==> config.mk <==
export PLATFORM = sky130hd
export DESIGN_NAME = qspi_flash_reader
export DESIGN_NICKNAME = d
export VERILOG_FILES = /design/src/rtl/qspi_flash_reader.sv
export SDC_FILE = /design/constraint.sdc
export NUM_CORES = 1
export LEC_CHECK = 0
export BUFFER_PORTS_ARGS = -buffer_cell sky130_fd_sc_hd__buf_2
export CAP_MARGIN = 20
export CORE_ASPECT_RATIO = 0.6
export CORE_MARGIN = 2
export CORE_UTILIZATION = 40
export DETAILED_ROUTE_END_ITERATION = 8
export REMOVE_ABC_BUFFERS = 1
export SYNTH_ARGS = -nofsm -noshare
export SYNTH_HDL_FRONTEND = slang
export SYNTH_SLANG_ARGS = --single-unit
==> constraint.sdc <==
create_clock -name clk -period 2.3 [get_ports clk]
set_clock_uncertainty 0.1 [all_clocks]
set_input_delay 0.115 -clock clk [delete_from_list [all_inputs] [get_ports clk]]
set_output_delay 0.115 -clock clk [all_outputs]
set_load 0.01 [all_outputs]
==> src/rtl/qspi_flash_reader.sv <==
// qspi_flash_reader: quad-SPI flash read engine.
// Sends READ_CMD (2 nibbles), a 24-bit address (6 nibbles) and DUMMY_CYCLES
// idle sclk periods, then assembles nibbles from data_in into bytes.
// sclk runs at clk/2: a low phase (cmd_addr_out changes) followed by a high phase
// (the flash samples on the rising sclk edge). Read data is captured on the clk edge
// that ends each high phase.
// Optional feature: define QSPI_SEQUENTIAL_STREAM_EN to keep streaming sequential
// bytes with select held low. Otherwise every byte ends with DESELECT and IDLE.
// Ports:
//   clk, reset        system clock, synchronous active-high reset
//   start, addr_in    begin (or abort and restart) a read at addr_in
//   stall_read        consumer back-pressure; freezes sclk in the data phase
//   data_in           nibble returned by the flash
//   sclk, select      flash serial clock, active-low chip select
//   cmd_addr_out      command/address nibble driven to the flash
//   data_out          last assembled byte; data_ready pulses one clk when it updates
//   busy              high whenever the engine is not idle
module qspi_flash_reader #(
  parameter int unsigned DUMMY_CYCLES = 4,
  parameter logic [7:0]  READ_CMD     = 8'hEB
) (
  input  logic        clk,
  input  logic        reset,
  input  logic        start,
  input  logic [23:0] addr_in,
  input  logic        stall_read,
  input  logic [3:0]  data_in,
  output logic        sclk,
  output logic        select,
  output logic [3:0]  cmd_addr_out,
  output logic [7:0]  data_out,
  output logic        data_ready,
  output logic        busy
);

  localparam int unsigned ADDR_W    = 24;
  localparam int unsigned NIB_W     = 4;
  localparam int unsigned BYTE_W    = 8;
  localparam int unsigned CNT_W     = 8;
  localparam int unsigned ADDR_NIBS = 6;

  typedef enum logic [2:0] {
    IDLE     = 3'd0,
    CMD      = 3'd1,
    ADDR     = 3'd2,
    DUMMY    = 3'd3,
    DATA     = 3'd4,
    DESELECT = 3'd5
  } state_e;

  state_e              state_q, state_d;
  logic [CNT_W-1:0]    cnt_q, cnt_d;
  logic [ADDR_W-1:0]   addr_q, addr_d;
  logic [NIB_W-1:0]    nib_q, nib_d;
  logic                restart_q, restart_d;
  logic                sclk_q, sclk_d;
  logic                select_q, select_d;
  logic [NIB_W-1:0]    cmd_addr_q, cmd_addr_d;
  logic [BYTE_W-1:0]   data_q, data_d;
  logic                ready_q, ready_d;
  logic                busy_q, busy_d;

  // Address nibble idx (0 = most significant) for the ADDR phase.
  function automatic logic [NIB_W-1:0] addr_nibble(input logic [ADDR_W-1:0] a,
                                                   input logic [CNT_W-1:0]  idx);
    case (idx)
      CNT_W'(0): addr_nibble = a[23:20];
      CNT_W'(1): addr_nibble = a[19:16];
      CNT_W'(2): addr_nibble = a[15:12];
      CNT_W'(3): addr_nibble = a[11:8];
      CNT_W'(4): addr_nibble = a[7:4];
      default:   addr_nibble = a[3:0];
    endcase
  endfunction

  // State and output registers.
  always_ff @(posedge clk) begin
    if (reset) begin
      state_q    <= IDLE;
      cnt_q      <= '0;
      addr_q     <= '0;
      nib_q      <= '0;
      restart_q  <= 1'b0;
      sclk_q     <= 1'b0;
      select_q   <= 1'b1;
      cmd_addr_q <= '0;
      data_q     <= '0;
      ready_q    <= 1'b0;
      busy_q     <= 1'b0;
    end else begin
      state_q    <= state_d;
      cnt_q      <= cnt_d;
      addr_q     <= addr_d;
      nib_q      <= nib_d;
      restart_q  <= restart_d;
      sclk_q     <= sclk_d;
      select_q   <= select_d;
      cmd_addr_q <= cmd_addr_d;
      data_q     <= data_d;
      ready_q    <= ready_d;
      busy_q     <= busy_d;
    end
  end

  // Next-state and next-output logic.
  always_comb begin
    state_d    = state_q;
    cnt_d      = cnt_q;
    addr_d     = addr_q;
    nib_d      = nib_q;
    restart_d  = restart_q;
    sclk_d     = sclk_q;
    select_d   = select_q;
    cmd_addr_d = cmd_addr_q;
    data_d     = data_q;
    ready_d    = 1'b0;

    if (start && (state_q != IDLE)) begin
      // Abort: drop the in-flight read and reopen the device after DESELECT.
      state_d    = DESELECT;
      cnt_d      = '0;
      addr_d     = addr_in;
      restart_d  = 1'b1;
      sclk_d     = 1'b0;
      select_d   = 1'b1;
      cmd_addr_d = '0;
    end else begin
      case (state_q)
        IDLE: begin
          sclk_d     = 1'b0;
          select_d   = 1'b1;
          cmd_addr_d = '0;
          if (start) begin
            addr_d     = addr_in;
            state_d    = CMD;
            cnt_d      = '0;
            select_d   = 1'b0;
            cmd_addr_d = READ_CMD[7:4];
          end
        end

        CMD: begin
          if (!sclk_q) begin
            sclk_d = 1'b1;
          end else begin
            sclk_d = 1'b0;
            if (cnt_q == CNT_W'(0)) begin
              cnt_d      = CNT_W'(1);
              cmd_addr_d = READ_CMD[3:0];
            end else begin
              state_d    = ADDR;
              cnt_d      = '0;
              cmd_addr_d = addr_nibble(addr_q, CNT_W'(0));
            end
          end
        end

        ADDR: begin
          if (!sclk_q) begin
            sclk_d = 1'b1;
          end else begin
            sclk_d = 1'b0;
            if (cnt_q == CNT_W'(ADDR_NIBS - 1)) begin
              cnt_d      = '0;
              cmd_addr_d = '0;
              state_d    = (DUMMY_CYCLES == 0) ? DATA : DUMMY;
            end else begin
              cnt_d      = cnt_q + CNT_W'(1);
              cmd_addr_d = addr_nibble(addr_q, cnt_q + CNT_W'(1));
            end
          end
        end

        DUMMY: begin
          if (!sclk_q) begin
            sclk_d = 1'b1;
          end else begin
            sclk_d = 1'b0;
            if (cnt_q == CNT_W'(DUMMY_CYCLES - 1)) begin
              cnt_d   = '0;
              state_d = DATA;
            end else begin
              cnt_d = cnt_q + CNT_W'(1);
            end
          end
        end

        DATA: begin
          if (!sclk_q) begin
            // Back-pressure only holds the low phase, so no nibble is lost.
            sclk_d = !stall_read;
          end else begin
            sclk_d = 1'b0;
            if (cnt_q == CNT_W'(0)) begin
              nib_d = data_in;
              cnt_d = CNT_W'(1);
            end else begin
              cnt_d   = '0;
              data_d  = {nib_q, data_in};
              ready_d = 1'b1;
              addr_d  = addr_q + ADDR_W'(1);
`ifdef QSPI_SEQUENTIAL_STREAM_EN
              state_d = DATA;
`else
              state_d  = DESELECT;
              select_d = 1'b1;
`endif
            end
          end
        end

        DESELECT: begin
          sclk_d     = 1'b0;
          select_d   = 1'b1;
          cmd_addr_d = '0;
          if (cnt_q == CNT_W'(1)) begin
            cnt_d = '0;
            if (restart_q) begin
              restart_d  = 1'b0;
              state_d    = CMD;
              select_d   = 1'b0;
              cmd_addr_d = READ_CMD[7:4];
            end else begin
              state_d = IDLE;
            end
          end else begin
            cnt_d = cnt_q + CNT_W'(1);
          end
        end

        default: begin
          state_d  = IDLE;
          sclk_d   = 1'b0;
          select_d = 1'b1;
        end
      endcase
    end

    busy_d = (state_d != IDLE);
  end

  assign sclk         = sclk_q;
  assign select       = select_q;
  assign cmd_addr_out = cmd_addr_q;
  assign data_out     = data_q;
  assign data_ready   = ready_q;
  assign busy         = busy_q;

endmodule

==> impl_metrics.json <==
{
  "status": "completed",
  "cp-start-kind": "flip-flop",
  "ys_ff_latch": 56,
  "synth_top_cells_by_area": "dfxtp_1, a21oi_1, nand2_1",
  "async_flop_share": 0,
  "grt_max_degree": 43,
  "drive_gt1_frac": 0.2125,
  "tightest_slew_ns": 0.4782,
  "yosysWarnings": 0,
  "pwr_density_cell_mw_per_mm2": 553.1,
  "setup_viol": 0,
  "die_w_um": 124.4,
  "clk_latency_ns": 0.31,
  "grt_antenna_before_repair": 0,
  "wirelength_um": 10730,
  "r2r_slack_ns": 0.1,
  "p_leak_nw": 1.720,
  "critPathMaxStageDelay_ns": 0.42,
  "period_needed_ns": 2.202,
  "synth-edff-count": 0,
  "initial_core_util": 0.4100,
  "final.setup.tns_ns": 0,
  "ys_types": 62,
  "end_kind": "flip-flop",
  "cp_max_fo": 5,
  "grt_remaining_overflow": 0,
  "drt.antenna.violating_nets": 0,
  "via_per_inst": 5.917,
  "rows": 26,
  "dpl.cell_count": 623,
  "cts_sinks": 56,
  "dp_hpwl_um": 7710,
  "critPathSlowestCell": "o41a_1",
  "grt_first_pass_wirelength_um": 17460,
  "synth.most_common_cell": "dfxtp_1",
  "die_y_um": 76.26,
  "relSlewSlack": 0.6798,
  "path_class": "reg2reg",
  "min_path_type": "in2reg",
  "drt_pass1_iterations": 5,
  "yosys.area.top_type": "dfxtp_1",
  "num-fill-cells": 817,
  "routabilityCongestion": 0.8932,
  "synth.top_cell.area_share": 0.3221,
  "synth_flop_cell": "dfxtp_1",
  "report.final.hold_viol_count": 0,
  "synthTopCellsByCount": "dfxtp_1, nand2_1, nor2_1",
  "clkTransAtPathRegs_ns": 0.08,
  "fin_nets": 564,
  "finalCritPeriodShare": 0.9573,
  "post_drt_wl_per_cell_um": 16.78,
  "die-area_mm2": 0.009489,
  "drcViolationCount": 0,
  "crit_buf_inv": 2,
  "clk_path_buf_depth": 2,
  "drv_cap": 0,
  "numPortBuffers": 47,
  "slew_viol_final": 0,
  "io_pins": 48,
  "arrival_ns": 2.28,
  "max_freq_mhz": 454.2,
  "area_delta_synth_final_pct": 22.90,
  "grt_pass1_vias": 3414,
  "rsz0062_at_grt": "no",
  "cp_cell_sequence": "inv_1, ha_1, buf_4, o41a_1, o21a_2, o211ai_1, a31oi_1",
  "fin_hold_ws_ns": 0.01280,
  "antennaDiodeCount": 0,
  "design.core.area_mm2": 0.008491,
  "grtUsageTotal": 0.2247,
  "ys_seq_area_frac": 0.3221,
  "synthCells": 461,
  "syn_avg_cell_area_um2": 7.551,
  "h-tree-depth": 2,
  "numCtsBuffers": 5,
  "route.vias.total": 3781,
  "fin_cells": 639,
  "critical-path-top-delay-family": "compound AO/OA/AOI/OAI gates",
  "drt_iter0_drc": 316,
  "peakVddDrop_mv": 0.2712,
  "cts_root_buf": "clkbuf_16",
  "worstPathRequired_ns": 2.38,
  "cts_tree": "yes",
  "synth_area_mm2": 0.003481
}
[repair_timing]
action	in CTS	in global routing
gates cloned	0	0
hold buffers	8	0
endpoints found under the setup margin	3	32
buffers inserted	0	0
resized for setup	1	9
pin swaps	0	1
hold endpoints to repair	12	0
[report_power, final]
part           total (mW)  switching [mW]  internal (mW)
clock network       0.827           0.413          0.414
registers            1.08          0.0634           1.02
logic               0.459           0.254          0.205
total                2.37           0.731           1.64
[cells by family (layout without fill, tap and decap cells)]
kind of cell	Yosys count	after routing	synth area share
DFF	56	56	0.3221
muxes	10	10	0.02912
xor gates and xnor gates	6	6	0.01510
AOI/OAI and AO/OA	151	151	0.2836
buffers and inverters	45	111	0.05859
and+or+nand+nor	187	187	0.2699
adders and majority gates	6	6	0.02157
[area by class of cell]
type | count | area, µm² | area share
flip-flops and latches | 56 | 1124 | 0.2627
multi-input cells | 360 | 2188 | 0.5116
clock buffers | 5 | 125.1 | 0.02925
repair buffers | 93 | 638.1 | 0.1492
clock inverters | 3 | 25.02 | 0.005850
well taps | 112 | 140.1 | 0.03276
inverters | 10 | 37.54 | 0.008775
[metrics by stage]
stage	utilization	cell area [µm²]	worst slack [ns]	total power, mW
CTS	0.5006	4250	0.02720	2.356
global placement	0.4729	4015	0.06868	1.524
global route	0.5038	4278	0.01677	2.458
floorplan	-	3314	-0.8608	1.337
finish	0.5038	4278	0.09825	2.366
detailed placement	0.4729	4015	-0.003069	1.532
[worst paths after layout]
kind,end,from,depth (start not counted)
worst max-delay path,cmd_addr_out[3],cnt_q[1],7
worst max register to register,cmd_addr_out[3],cnt_q[1],7
worst min-delay path,addr_q[0],addr_in[0],3
worst min register to register,data_out[6],data_out[6],2
[per-layer routing]
| metal | vias up | global-route usage | wire (µm) |
|---|---|---|---|
| met3 | 9 | 0.04635 | 666 |
| met4 | 0 | 0.05056 | 60 |
| li1 | 1838 | - | - |
| met1 | 1813 | 0.3460 | 5607 |
| met2 | 121 | 0.3180 | 4390 |
| met5 | - | 0 | 0 |
[worst min-delay path, cell delays in order]
cell	delay (ns)
buf_2	0.09
a21oi_1	0.10
nor2_1	0.08
[registers in the layout (all words and copies together) (netlist names)]
signal,cells
sclk,1
busy,1
addr_q,24
select,1
cmd_addr_out,4
data_out,8
nib_q,4
data_ready,1
state_q,3
restart_q,1
cnt_q,8
[layout by cell type, fill, tap and decap left out, types with 6 or more instances in the layout]
master / n
dfxtp_1: 54
nand2_1: 47
buf_2: 47
a21oi_1: 41
nor2_1: 40
buf_4: 35
nand3_1: 34
o21ai_0: 28
a22oi_1: 13
a211oi_1: 13
o22ai_1: 11
inv_1: 10
nor3_1: 10
nand4_1: 9
mux2i_1: 8
dlygate4sd3_1: 8
and3_1: 7
a22o_1: 6
No activity file was read; power rests on OpenSTA's default activity.
